**src/rtl/id_ex_fwd_pkg.sv**
```systemverilog
// Shared pipeline definitions for the ID/EX register and its forwarding logic:
// RV opcode constants, the canonical NOP and the forwarding-select codes.
package id_ex_fwd_pkg;

    localparam int XLEN = 64;

    // Major opcodes (inst[6:0]); kept here so every stage decodes from one list.
    typedef enum logic [6:0] {
        OPC_LOAD   = 7'b0000011,
        OPC_OP_IMM = 7'b0010011,
        OPC_AUIPC  = 7'b0010111,
        OPC_STORE  = 7'b0100011,
        OPC_OP     = 7'b0110011,
        OPC_LUI    = 7'b0110111,
        OPC_BRANCH = 7'b1100011,
        OPC_JALR   = 7'b1100111,
        OPC_JAL    = 7'b1101111
    } opcode_e;

    // addi x0, x0, 0 -- what a killed EX slot shows downstream.
    localparam logic [31:0] NOP_INST = {12'd0, 5'd0, 3'd0, 5'd0, OPC_OP_IMM};

    // Operand source selected by the EX stage for rs1/rs2.
    typedef enum logic [1:0] {
        FWD_NONE   = 2'd0,  // register file value captured in ID
        FWD_MEMALU = 2'd1,  // ALU result now sitting in MEM
        FWD_WB     = 2'd2,  // value being written back this cycle
        FWD_LOAD   = 2'd3   // load data returning from memory
    } fwd_e;

endpackage

```
**src/rtl/id_ex_fwd_fwd_cmp.sv**
```systemverilog
// Forwarding comparator for one source register: checks the instruction
// leaving EX and the one in MEM, youngest producer wins, x0 never forwards.
module fwd_cmp
    import id_ex_fwd_pkg::*;
(
    input  logic [4:0] rs,
    input  logic       ex_valid,
    input  logic       ex_we,
    input  logic [4:0] ex_rd,
    input  logic       ex_is_load,
    input  logic       mem_valid,
    input  logic       mem_we,
    input  logic [4:0] mem_rd,
    output logic [1:0] code
);

    // Priority select: EX entry is younger than the MEM shadow, so it is checked first.
    always_comb begin
        // NOTE: default assigned before any branch so no path leaves code unassigned (no latch).
        code = FWD_NONE;
        if (rs != 5'd0) begin
            if (ex_valid && ex_we && (ex_rd == rs)) begin
                code = ex_is_load ? FWD_LOAD : FWD_MEMALU;
            end else if (mem_valid && mem_we && (mem_rd == rs)) begin
                code = FWD_WB;
            end
        end
    end

endmodule

```
**src/rtl/id_ex_fwd.sv**
```systemverilog
// ID/EX pipeline register with forwarding-select generation.
// Optional build macro IDEX_PERF_CNT_EN adds saturating bubble/stall counters.
module id_ex_fwd
    import id_ex_fwd_pkg::*;
(
    input  logic            clk,
    input  logic            rst,
    // ID stage
    input  logic            id_valid,
    input  logic [XLEN-1:0] id_pc,
    input  logic [31:0]     id_inst,
    input  logic [XLEN-1:0] id_rs1_data,
    input  logic [XLEN-1:0] id_rs2_data,
    input  logic [XLEN-1:0] id_imm,
    input  logic [1:0]      id_alu_asel,
    input  logic [1:0]      id_alu_bsel,
    input  logic [4:0]      id_rd,
    input  logic            id_we,
    input  logic            id_is_load,
    // pipeline control
    input  logic            stall,
    input  logic            flush,
    // EX stage
    output logic            ex_valid,
    output logic [31:0]     EXinst,
    output logic [XLEN-1:0] pc,
    output logic [XLEN-1:0] rs1,
    output logic [XLEN-1:0] rs2,
    output logic [XLEN-1:0] imm,
    output logic [1:0]      alu_asel,
    output logic [1:0]      alu_bsel,
    output logic [4:0]      ex_rd,
    output logic            ex_we,
    output logic            ex_is_load,
    output logic [1:0]      rs1_forwarding,
    output logic [1:0]      rs2_forwarding,
`ifdef IDEX_PERF_CNT_EN
    output logic [31:0]     bubble_cnt,
    output logic [31:0]     stall_cnt,
`endif
    output logic            id_ready
);

    logic [4:0] mem_rd;
    logic       mem_we;
    logic       mem_valid;
    logic [1:0] rs1_fwd_nxt;
    logic [1:0] rs2_fwd_nxt;

    assign id_ready = ~stall;

    fwd_cmp u_rs1_cmp (
        .rs         (id_inst[19:15]),
        .ex_valid   (ex_valid),
        .ex_we      (ex_we),
        .ex_rd      (ex_rd),
        .ex_is_load (ex_is_load),
        .mem_valid  (mem_valid),
        .mem_we     (mem_we),
        .mem_rd     (mem_rd),
        .code       (rs1_fwd_nxt)
    );

    fwd_cmp u_rs2_cmp (
        .rs         (id_inst[24:20]),
        .ex_valid   (ex_valid),
        .ex_we      (ex_we),
        .ex_rd      (ex_rd),
        .ex_is_load (ex_is_load),
        .mem_valid  (mem_valid),
        .mem_we     (mem_we),
        .mem_rd     (mem_rd),
        .code       (rs2_fwd_nxt)
    );

    // EX register and MEM shadow: advance when not stalled, flush or id_valid=0 load a bubble.
    always_ff @(posedge clk or posedge rst) begin
        if (rst) begin
            ex_valid       <= 1'b0;
            EXinst         <= NOP_INST;
            pc             <= '0;
            rs1            <= '0;
            rs2            <= '0;
            imm            <= '0;
            alu_asel       <= 2'b00;
            alu_bsel       <= 2'b00;
            ex_rd          <= 5'd0;
            ex_we          <= 1'b0;
            ex_is_load     <= 1'b0;
            rs1_forwarding <= FWD_NONE;
            rs2_forwarding <= FWD_NONE;
            mem_rd         <= 5'd0;
            mem_we         <= 1'b0;
            mem_valid      <= 1'b0;
        end else if (!stall) begin
            // NOTE: non-blocking so the MEM shadow takes the old EX values, not the ones loaded this edge.
            mem_rd    <= ex_rd;
            mem_we    <= ex_we;
            mem_valid <= ex_valid;
            pc        <= id_pc;
            rs1       <= id_rs1_data;
            rs2       <= id_rs2_data;
            imm       <= id_imm;
            ex_rd     <= id_rd;
            if (flush) begin
                ex_valid       <= 1'b0;
                EXinst         <= NOP_INST;
                alu_asel       <= 2'b00;
                alu_bsel       <= 2'b00;
                ex_we          <= 1'b0;
                ex_is_load     <= 1'b0;
                rs1_forwarding <= FWD_NONE;
                rs2_forwarding <= FWD_NONE;
            end else begin
                ex_valid       <= id_valid;
                EXinst         <= id_inst;
                alu_asel       <= id_alu_asel;
                alu_bsel       <= id_alu_bsel;
                ex_we          <= id_we & id_valid;
                ex_is_load     <= id_is_load & id_valid;
                rs1_forwarding <= id_valid ? rs1_fwd_nxt : FWD_NONE;
                rs2_forwarding <= id_valid ? rs2_fwd_nxt : FWD_NONE;
            end
        end
    end

`ifdef IDEX_PERF_CNT_EN
    // Saturating counters: bubbles loaded on advance, and cycles spent stalled.
    always_ff @(posedge clk or posedge rst) begin
        if (rst) begin
            bubble_cnt <= '0;
            stall_cnt  <= '0;
        end else begin
            if (stall) begin
                if (stall_cnt != 32'hFFFF_FFFF) stall_cnt <= stall_cnt + 32'd1;
            end else if (flush || !id_valid) begin
                if (bubble_cnt != 32'hFFFF_FFFF) bubble_cnt <= bubble_cnt + 32'd1;
            end
        end
    end
`endif

endmodule

```
**config.mk**
```make
export PLATFORM = sky130hd
export DESIGN_NAME = id_ex_fwd
export DESIGN_NICKNAME = d
export VERILOG_FILES = /design/src/rtl/id_ex_fwd_pkg.sv /design/src/rtl/id_ex_fwd_fwd_cmp.sv /design/src/rtl/id_ex_fwd.sv
export SDC_FILE = /design/constraint.sdc
export NUM_CORES = 1
export LEC_CHECK = 0
export ABC_AREA = 0
export BUFFER_PORTS_ARGS = -buffer_cell sky130_fd_sc_hd__buf_2
export CAP_MARGIN = 25
export CORE_AREA = 2 2 239 241
export CTS_CLUSTER_DIAMETER = 50
export DETAILED_ROUTE_END_ITERATION = 10
export DIE_AREA = 0 0 241 243
export GPL_ROUTABILITY_DRIVEN = 0
export GPL_TIMING_DRIVEN = 0
export HOLD_SLACK_MARGIN = 0.12
export SYNTH_ARGS = -nofsm -noshare
export SYNTH_HDL_FRONTEND = slang
export SYNTH_HIERARCHICAL = 1
export SYNTH_SLANG_ARGS = --single-unit
```
**constraint.sdc**
```tcl
create_clock -name clk -period 17.8 [get_ports clk]
set_clock_uncertainty 0.1 [all_clocks]
set_input_delay 3.56 -clock clk [delete_from_list [all_inputs] [get_ports clk]]
set_output_delay 3.56 -clock clk [all_outputs]
set_load 0.005 [all_outputs]
```
==> results of run 1 <==
[power by group through the flow]
stage / registers (mW) / clock network (mW) / logic, mW
floorplan: 0.829 / 0 / 0.105
global placement: 0.826 / 0 / 0.242
detailed placement: 0.828 / 0 / 0.248
CTS: 0.816 / 0.841 / 0.248
global route: 0.824 / 0.873 / 0.267
finish: 0.816 / 0.813 / 0.242
[critical path, stage by stage]
cell   delay [ns]
buf_6        0.16
buf_2        0.24
buf_2        0.25
inv_1        0.05
buf_2        0.12
[state kept, by name (all words and copies together) (netlist names), 2 cells and up]
| signal | count |
|---|---|
| pc | 64 |
| rs1_forwarding | 2 |
| rs2_forwarding | 2 |
| rs2 | 64 |
| mem_rd | 5 |
| EXinst | 32 |
| ex_rd | 5 |
| imm | 64 |
| rs1 | 64 |
| alu_asel | 2 |
| alu_bsel | 2 |
[through the flow]
step / area, um2 / utilization, %
floorplan: 11910 / -
global placement: 15900 / 28.41
detailed placement: 15960 / 28.53
CTS: 17300 / 30.92
global route: 17300 / 30.92
finish: 17300 / 30.92
[routing by layer]
metal  track usage, %  routed length, um  up-vias
met5                0                 13        -
met4            3.686                793        2
met3            4.322               3298       55
met2            20.49              18210      382
met1            13.00              13560     4249
li1                 -                  -     3879
[worst paths after layout]
path / depth (start not counted) / from / to / slack [ns]
worst max-delay path: 5 / stall / id_ready / 9.74
worst min-delay path: 2 / rs2_forwarding[0] / rs2_forwarding[0] / 0.39
worst max register to register: 6 / ex_rd[0] / rs2_forwarding[1] / 15.96
worst min register to register: 2 / rs2_forwarding[0] / rs2_forwarding[0] / 0.39
max in group asynchronous: 3 / rst / rs1[7] / 13.60
min in group asynchronous: 2 / rst / imm[41] / 2.97
[cell families (layout without fill, tap and decap cells)]
kind of cell | Yosys count | after routing | synth area share, %
AO/OA/AOI/OAI | 45 | 45 | 2.899
flip-flops | 311 | 311 | 65.35
multiplexers | 270 | 270 | 25.50
buffers and inverters | 41 | 721 | 3.067
other | 0 | 2 | 0
AND/OR/NAND/NOR | 39 | 39 | 1.712
XOR/XNOR | 20 | 20 | 1.470
[cell usage in the layout (no fill, tap or decap), types with 2 or more instances in the layout]
cell,count
a22o_1,32
clkbuf_8,3
nand3_1,2
or4_1,2
bufinv_16,5
clkinvlp_4,3
nand2_1,11
or3_1,2
nor2_1,5
nand2b_1,8
mux2_2,267
clkbuf_16,40
clkinv_2,4
inv_8,3
mux2i_1,2
dfstp_2,3
buf_16,2
nor2_2,3
inv_6,2
dfrtp_1,308
nor4_1,2
xnor2_1,12
buf_2,620
clkbuf_1,10
xor2_1,8
diode_2,2
nand4_1,4
o21ai_0,13
buf_6,26
[layout make-up]
cell class | count | area (um2)
clock inverters | 18 | 257.7
well taps | 756 | 945.9
inverters | 2 | 15.01
plain buffers | 39 | 357.8
clock buffers | 53 | 1080
fillers | 5715 | 38650
multi-input cells | 374 | 3762
diodes | 2 | 5.005
flip-flops and latches | 311 | 7786
repair buffers | 609 | 3093
==> reports/results.ini, run 1 <==
[cts]
cts_buffers = 39
ctsHoldBuffers = 0
cts_tree = yes
clock_latency_ns = 0.54
clkSlewWorstSetupHoldPaths_ns = 0.05
cts_sinks = 311
root_buffer = clkbuf_16
cts_buffer_depth = 3
h-tree-depth = 2
postCtsSetupBuffers = 0
cts_resized = 0

[synthesis]
async_flop_share_pct = 100.0
syn-cell-area_um2 = 11910
ys.flop_type = dfrtp_1
synth_most_common_cell = dfrtp_1
synthCells = 726
synth_warnings = 6
ys_types = 21
synth_edf_count = 0
synth.top_cell.area_share_pct = 64.69
yosysTopAreaCell = dfrtp_1
synth-seq-cells = 311
syn_area_per_cell_um2 = 16.41
yosys-top-cells-count = dfrtp_1 (308), mux2_2 (267), a22o_1 (32)
synth-seq-area-share_pct = 65.35
syn_nets = 1030
synthTopCellsByArea = dfrtp_1 (65%), mux2_2 (25%), buf_6 (2.5%)

[worst_setup_path]
critPathRequiredTime_ns = 14.14
cp-end-kind = output port
start_kind = input pin
worst_ep_arrival_time_ns = 4.40
crit_fanout = 10
crit_type = input pin to output port

[grt]
grt_pass1_wl_um = 52550
grt_max_degree = 126
grt_pass1_vias = 9095
gr-total-overflow = 0
antenna_found_initial = 5
grt.total_usage_pct = 11.68

[sta]
rsz0062_at_grt = false
setup_viol = 0
finalHoldViolations = 0
hold_ws_ns = 0.3941
setup_ws_ns = 9.738
min_period_ns = 8.062
drv_slew = 0
slew_headroom_pct = 51.32
fin_crit_sh_pct = 45.29
max_freq_mhz = 124.0
setup_tns_ns = 0
worst_slew_pin_slew_ns = 0.7302

[drt]
first_pass_iters = 4
drtIter0Drc = 272
vias = 8567
wl_per_cell_um = 16.58
via_per_inst = 3.959
drt-total-wl_um = 35880
drc_errors = 0
antenna_left = 0

[placed_design]
dp_hpwl_um = 27720
dp.cells = 2091
place_ws_ns = 9.719
port_buffers = 607

[floorplan]
die_x_um = 241
initial_core_util_pct = 21.29
ios = 609
num_rows = 87
die_area_um2 = 58560
die_h_um = 243
core-area_um2 = 55950

[power]
leakage_nw = 8.347
peakVddDrop_uv = 65.84
p_clk_share_pct = 43.5
seqPwrFrac_pct = 43.6
combPwrFrac_pct = 12.9
p_int_mw = 1.417
p_switching_mw = 0.4544
power.density_nw_per_um2 = 108.2
switching_share_pct = 24.28
finalPower_mw = 1.871

[finish]
fin_nets = 1680
drive_above_1_share_pct = 69.91
stdcell_count = 2164
area_growth_syn_to_layout_pct = 45.23

[min_path]
hold_path.class = flip-flop to flip-flop

[status]
status = finished, final reports clean

[job]
drv_cap = 0

(Power assumes the default switching activity.)
==> inputs of run 2 (changes only) <==
==> constraint.sdc (replaced) <==
create_clock -name clk -period 7 [get_ports clk]
set_clock_uncertainty 0.1 [all_clocks]
set_input_delay 1.4 -clock clk [delete_from_list [all_inputs] [get_ports clk]]
set_output_delay 1.4 -clock clk [all_outputs]
set_load 0.005 [all_outputs]
==> run 2 against run 1 <==
Combinational power rose to 2.6 times the previous value. Flip-flop and latch count unchanged. Routed wire length up 0.84%. Sequential power rose to 2.5 times the previous value. Count of clock-buffer cells in the layout up 2. Worst setup slack worse by 6.5 ns. Hold slack worse by 0.0016 ns. First-iteration DRC count down 25%. Clock power rose to 2.6 times the previous value. Via count up 1.0%. Critical endpoint unchanged.
==> reports/results.ini, run 2 (synthesis gave the netlist of run 1 again) <==
[sta]
min_period_ns = 3.717
rsz0062_at_grt = false  ; unchanged
setup_tns_ns = 0  ; unchanged
setup_viol = 0  ; unchanged
fin_crit_sh_pct = 53.10
max_freq_mhz = 269.0
slew_headroom_pct = 65.05  ; was 51.32%
drv_slew = 0  ; unchanged
finalHoldViolations = 0  ; unchanged
worst_slew_pin_slew_ns = 0.5231  ; was 0.7302 ns

[placed_design]
dp_hpwl_um = 28660  ; was 27720 um
dp.cells = 2097  ; was 2091
place_area_um2 = 16070  ; was 15960 um2
port_buffers = 607  ; unchanged

[cts]
cts_tree = yes  ; unchanged
cts_buffers = 42  ; was 39
cts_resized = 0  ; unchanged
ctsHoldBuffers = 0  ; unchanged
clock_latency_ns = 0.55  ; was 0.54 ns
h-tree-depth = 2  ; unchanged
root_buffer = clkbuf_16  ; unchanged
cts_sinks = 311  ; unchanged
clkSlewWorstSetupHoldPaths_ns = 0.06  ; was 0.05 ns
postCtsSetupBuffers = 0  ; unchanged
cts_buffer_depth = 3  ; unchanged

[min_path]
hold_depth = 1  ; was 2
hold_path.class = flip-flop to flip-flop  ; unchanged

[worst_setup_path]
crit_fanout = 10  ; unchanged
start_kind = input pin  ; unchanged
worstPathCellList = buf_6 > buf_2 > buf_2 > inv_1 > buf_2  ; unchanged
worst_ep_arrival_time_ns = 2.22  ; was 4.40 ns
cp-end-kind = output port  ; unchanged
crit_top_cell = buf_2  ; unchanged
critPathMaxStageDelay_ns = 0.25  ; about the same
critPathRequiredTime_ns = 5.50  ; was 14.14 ns
cp_slowest_cell = buf_2  ; unchanged
r2r_cells = 6  ; unchanged
crit_type = input pin to output port  ; unchanged

[drt]
antenna_left = 0  ; unchanged
first_pass_iters = 4  ; unchanged
drtIter0Drc = 204  ; was 272
via_per_inst = 3.983  ; was 3.959
vias = 8654  ; was 8567
drc_errors = 0  ; unchanged
drt-total-wl_um = 36180  ; was 35880 um
wl_per_cell_um = 16.65  ; was 16.58 um

[floorplan]
die_h_um = 243  ; unchanged
core-area_um2 = 55950  ; unchanged
num_rows = 87  ; unchanged
die_x_um = 241  ; unchanged
initial_core_util_pct = 21.29  ; unchanged
ios = 609  ; unchanged
die_area_um2 = 58560  ; unchanged

[job]
drv_cap = 0  ; unchanged

[power]
switching_share_pct = 24.96  ; was 24.28%
power.density_nw_per_um2 = 274.4  ; was 108.2 nW/um2
combPwrFrac_pct = 13.0  ; was 12.9%
seqPwrFrac_pct = 43.3  ; was 43.6%
peakVddDrop_uv = 172.0  ; was 65.84 uV
p_clk_share_pct = 43.7  ; was 43.5%
p_switching_mw = 1.197  ; was 0.4544 mW
p_int_mw = 3.597  ; was 1.417 mW
leakage_nw = 8.445  ; was 8.347 nW

[finish]
utilization_pct = 31.22  ; was 30.92%
area_growth_syn_to_layout_pct = 46.64  ; was 45.23%
stdcell_count = 2173  ; was 2164
drive_above_1_share_pct = 70.57  ; was 69.91%
final_common_cell = buf_2  ; unchanged
fillers = 5706  ; was 5715
final_cell_mix = buf_2 (620), dfrtp_1 (308), mux2_2 (267)  ; unchanged
final_area_um2 = 17470  ; was 17300 um2
diodes = 0  ; was 2
fin_nets = 1689  ; was 1680

[status]
status = finished, final reports clean  ; unchanged

[grt]
grt_max_degree = 45  ; was 126
grt.total_usage_pct = 11.80  ; was 11.68%
grt_pass1_wl_um = 53170  ; was 52550 um
grt_pass1_vias = 9269  ; was 9095
gr-total-overflow = 0  ; unchanged
antenna_found_initial = 2  ; was 5

## run 2: cell types whose count changed in the layout (fill, tap and decap cells not counted), sizes merged
cell      before  now
clkinv         6   11
bufinv         5    1
clkinvlp       3    2
clkbuf        53   55
buf          648  654
diode          2    0
inv            6    9
## run 2: power by group through the flow
stage	clock network, mW	registers, mW	logic, mW
2_1_floorplan	0	2.11	0.266
3_3_place_gp	0	2.10	0.616
3_5_place_dp	0	2.11	0.637
4_1_cts	2.17	2.08	0.638
5_1_grt	2.24	2.10	0.683
6_report	2.09	2.08	0.623
## run 2: final cells by class
type                    instances  area [um2]  area share, %
well taps                     756       945.9          5.414
flip-flops and latches        311        7786          44.57
clock inverters                21       200.2          1.146
multi-input cells             374        3762          21.54
clock buffers                  55        1201          6.875
plain buffers                  39       357.8          2.048
repair buffers                615        3206          18.35
inverters                       2       11.26        0.06446
## run 2: final timing paths
kind	slack (ns)	end	start
worst min register to register	0.39	rs2[52]	rs2[52]
min in group asynchronous	0.80	rs1[21]	rst
max in group asynchronous	4.63	rs2[37]	rst
worst min-delay path	0.39	rs2[52]	rs2[52]
worst max register to register	5.05	rs2_forwarding[1]	ex_rd[0]
worst max-delay path	3.28	id_ready	stall
## run 2: critical path, delay by kind of cell
| family | cells | cell delay, ns |
|---|---|---|
| buffers and inverters | 5 | 0.80 |
## run 2: metal layers
layer  share of wire [%]  up-vias  global-route usage (%)
met5                   0        -                       0
met4                 2.0        0                   3.558
met3                 8.0       51                   3.730
met2                  52      378                   21.53
met1                  38     4317                   12.88
li1                    -     3908                       -
## run 2: per-stage QoR
stage	power, mW	hold WS, ns	setup WS (ns)
6_report	4.793	0.3925	3.283
5_1_grt	5.021	0.4105	3.203
4_1_cts	4.883	0.3969	3.262
3_5_place_dp	2.744	0.3850	3.262
3_3_place_gp	2.716	0.3737	-0.4604
2_1_floorplan	2.374	0.3752	1.362
==> inputs of run 3 (changes only) <==
--- a/config.mk
+++ b/config.mk
@@ -5,13 +5,13 @@
 export SDC_FILE = /design/constraint.sdc
 export NUM_CORES = 1
 export LEC_CHECK = 0
-export ABC_AREA = 0
+export ABC_AREA = 1
 export BUFFER_PORTS_ARGS = -buffer_cell sky130_fd_sc_hd__buf_2
 export CAP_MARGIN = 25
-export CORE_AREA = 2 2 239 241
+export CORE_AREA = 2 2 235 237
 export CTS_CLUSTER_DIAMETER = 50
 export DETAILED_ROUTE_END_ITERATION = 10
-export DIE_AREA = 0 0 241 243
+export DIE_AREA = 0 0 237 239
 export GPL_ROUTABILITY_DRIVEN = 0
 export GPL_TIMING_DRIVEN = 0
 export HOLD_SLACK_MARGIN = 0.12
==> constraint.sdc (replaced) <==
create_clock -name clk -period 3.3 [get_ports clk]
set_clock_uncertainty 0.1 [all_clocks]
set_input_delay 0.66 -clock clk [delete_from_list [all_inputs] [get_ports clk]]
set_output_delay 0.66 -clock clk [all_outputs]
set_load 0.005 [all_outputs]
==> run 3 against run 2 <==
Non-clock buffer count increased by 31. Die area down 3.3%. Sequential power increased by 110%. Synthesized area grew 2.0%. Combinational power is 100% higher. Total power increased by 120%. Register-to-register slack lost 3.2 ns. Synthesized cell count grew 96%. Count of clock-buffer cells in the layout grew 2. Utilization up 1.4 points. Cell count increased by 30%. Routed wire length grew 20%. Critical endpoint is now rs1[58]. Largest cell class unchanged.
==> reports/results.ini, run 3 <==
[finish]
area_growth_syn_to_layout_pct = 45.90  ; was 46.64%
final_area_um2 = 17740  ; was 17470 um2
final_cell_mix = nand2_1 (968), buf_2 (664), dfrtp_1 (308)  ; was buf_2 (620), dfrtp_1 (308), mux2_2 (267)
final_common_cell = nand2_1  ; was buf_2
fin_nets = 2390  ; was 1689
drive_above_1_share_pct = 36.53  ; was 70.57%
diodes = 0  ; unchanged
utilization_pct = 32.64  ; was 31.22%

[placed_design]
place_area_um2 = 16240  ; was 16070 um2
dp_hpwl_um = 32840  ; was 28660 um
port_buffers = 607  ; unchanged

[drt]
vias = 11270  ; was 8654
antenna_left = 0  ; unchanged
drt-total-wl_um = 43240  ; was 36180 um
first_pass_iters = 4  ; unchanged
wl_per_cell_um = 15.32  ; was 16.65 um
drtIter0Drc = 519  ; was 204
via_per_inst = 3.994  ; was 3.983
drc_errors = 0  ; unchanged

[min_path]
worstHoldStart = id_imm[34]  ; was rs2[52]
hold_path.class = input pin to flip-flop  ; was flip-flop to flip-flop

[worst_setup_path]
cp_top_family = buffers and inverters  ; unchanged
crit_type = input pin to asynchronous set/reset pin  ; was input pin to output port
crit_buf_inv = 7  ; was 5
cp_slowest_cell = dlygate4sd3_1  ; was buf_2
worst_ep_arrival_time_ns = 2.99  ; was 2.22 ns
r2r-start = ex_rd[3]  ; was ex_rd[0]
critPathMaxStageDelay_ns = 0.54  ; was 0.25 ns
crit_fanout = 40  ; was 10
crit_top_cell = buf_12  ; was buf_2
critPathRequiredTime_ns = 3.92  ; was 5.50 ns
worstPathCellList = dlygate4sd3_1 > buf_2 > clkinvlp_4 > buf_12 > buf_12 > buf_12 > buf_12  ; was buf_6 > buf_2 > buf_2 > inv_1 > buf_2
rrSetupSlack_ns = 1.81  ; was 5.05 ns
crit_start = rst  ; was stall
start_kind = input pin  ; unchanged
cp-end-kind = asynchronous set/reset pin  ; was output port

[synthesis]
ys.flop_type = dfrtp_1  ; unchanged
yosys-top-cells-count = nand2_1 (968), dfrtp_1 (308), buf_2 (57)  ; was dfrtp_1 (308), mux2_2 (267), a22o_1 (32)
synth_warnings = 6  ; unchanged
async_flop_share_pct = 100.0  ; unchanged
synth.top_cell.area_share_pct = 63.40  ; was 64.69%
syn_nets = 1729  ; was 1030
synth_most_common_cell = nand2_1  ; was dfrtp_1
synth-seq-area-share_pct = 64.05  ; was 65.35%
syn-cell-area_um2 = 12160  ; was 11910 um2
ys_types = 18  ; was 21
synth-seq-cells = 311  ; unchanged
synthCells = 1425  ; was 726
synthTopCellsByArea = dfrtp_1 (63%), nand2_1 (30%), buf_2 (2.3%)  ; was dfrtp_1 (65%), mux2_2 (25%), buf_6 (2.5%)
yosysTopAreaCell = dfrtp_1  ; unchanged
syn_area_per_cell_um2 = 8.531  ; was 16.41 um2
synth_edf_count = 0  ; unchanged

[floorplan]
die_h_um = 239  ; was 243 um
die_area_um2 = 56640  ; was 58560 um2
initial_core_util_pct = 22.37  ; was 21.29%
core-area_um2 = 54340  ; was 55950 um2
ios = 609  ; unchanged
num_rows = 86  ; was 87
die_x_um = 237  ; was 241 um

[power]
finalPower_mw = 10.38  ; was 4.793 mW
peakVddDrop_uv = 294.1  ; was 172.0 uV
leakage_nw = 10.45  ; was 8.445 nW
power.density_nw_per_um2 = 585.5  ; was 274.4 nW/um2

[sta]
min_period_ns = 2.371
setup_viol = 0  ; unchanged
max_freq_mhz = 421.8
finalHoldViolations = 0  ; unchanged
slew_headroom_pct = 52.38  ; was 65.05%
rsz0062_at_grt = false  ; unchanged
drv_slew = 0  ; unchanged
fin_crit_sh_pct = 71.84
setup_tns_ns = 0  ; unchanged
worst_slew_pin_slew_ns = 0.7143  ; was 0.5231 ns

[cts]
cts_buffer_depth = 3  ; unchanged
cts_buffers = 43  ; was 42
clock_latency_ns = 0.54  ; was 0.55 ns
cts_tree = yes  ; unchanged
cts_resized = 0  ; unchanged
h-tree-depth = 2  ; unchanged
postCtsSetupBuffers = 0  ; unchanged
cts_sinks = 311  ; unchanged
clkSlewWorstSetupHoldPaths_ns = 0.06  ; about the same
root_buffer = clkbuf_16  ; unchanged

[grt]
grt_pass1_wl_um = 64440  ; was 53170 um
grt_pass1_vias = 11080  ; was 9269
grt.total_usage_pct = 14.76  ; was 11.80%
antenna_found_initial = 4  ; was 2
gr-total-overflow = 0  ; unchanged
grt_max_degree = 42  ; was 45

[job]
drv_cap = 0  ; unchanged

[status]
status = finished, final reports clean  ; unchanged

run 3: worst min-delay path, stage by stage:
cell	delay, ns
buf_2	0.07
nand2_1	0.04
nand2_1	0.04
run 3: worst paths after layout:
check,end,cells after the start
setup / recovery,rs1[58],7
hold / removal,imm[34],3
setup reg to reg,rs2_forwarding[1],11
hold reg to reg,EXinst[4],2
max in group clk,id_ready,5
min in group asynchronous,imm[13],3
run 3: timing repair:
action,CTS,global route
hold endpoints to repair,26,0
hold buffers,1,0
setup endpoints to repair,0,0
run 3: final cells by class:
| cell class | count | area (um2) |
|---|---|---|
| Fill cell | 5837 | 36600 |
| Sequential cell | 311 | 7786 |
| Multi-Input combinational cell | 1014 | 3882 |
| Timing Repair Buffer | 616 | 3208 |
| Clock buffer | 57 | 1219 |
| Tap cell | 704 | 880.8 |
| Buffer | 69 | 371.6 |
| Clock inverter | 21 | 269.0 |
| Inverter | 31 | 120.1 |
run 3: kinds of logic after synthesis:
family / Yosys count / synth area share (%)
AND/OR/NAND/NOR: 1001 / 31.22
AO/OA/AOI/OAI: 9 / 0.4323
buffers and inverters: 100 / 4.014
XOR/XNOR: 4 / 0.2882
flip-flops: 311 / 64.05
run 3: power breakdown:
part           internal, mW  switching (mW)  total (mW)
Clock                  2.95            1.82        4.77
Sequential             4.15           0.198        4.35
Combinational         0.554           0.714        1.27
run 3: per-layer routing:
layer  vias up  wire, um  global-route usage, %
li1       5611         -                      -
met1      5162     18510                  18.55
met2       421     20460                  24.61
met3        76      3018                  3.753
met4         4      1224                  5.198
met5         -        30                      0
run 3: through the flow:
stage	setup slack (ns)	instances	hold slack, ns
6_report	0.9292	2823	0.2012
2_1_floorplan	-1.598	1425	0.3564
4_1_cts	0.8868	2823	0.1523
3_3_place_gp	-3.714	2736	0.3566
5_1_grt	0.6990	2823	0.1702
3_5_place_dp	0.8691	2744	0.3592
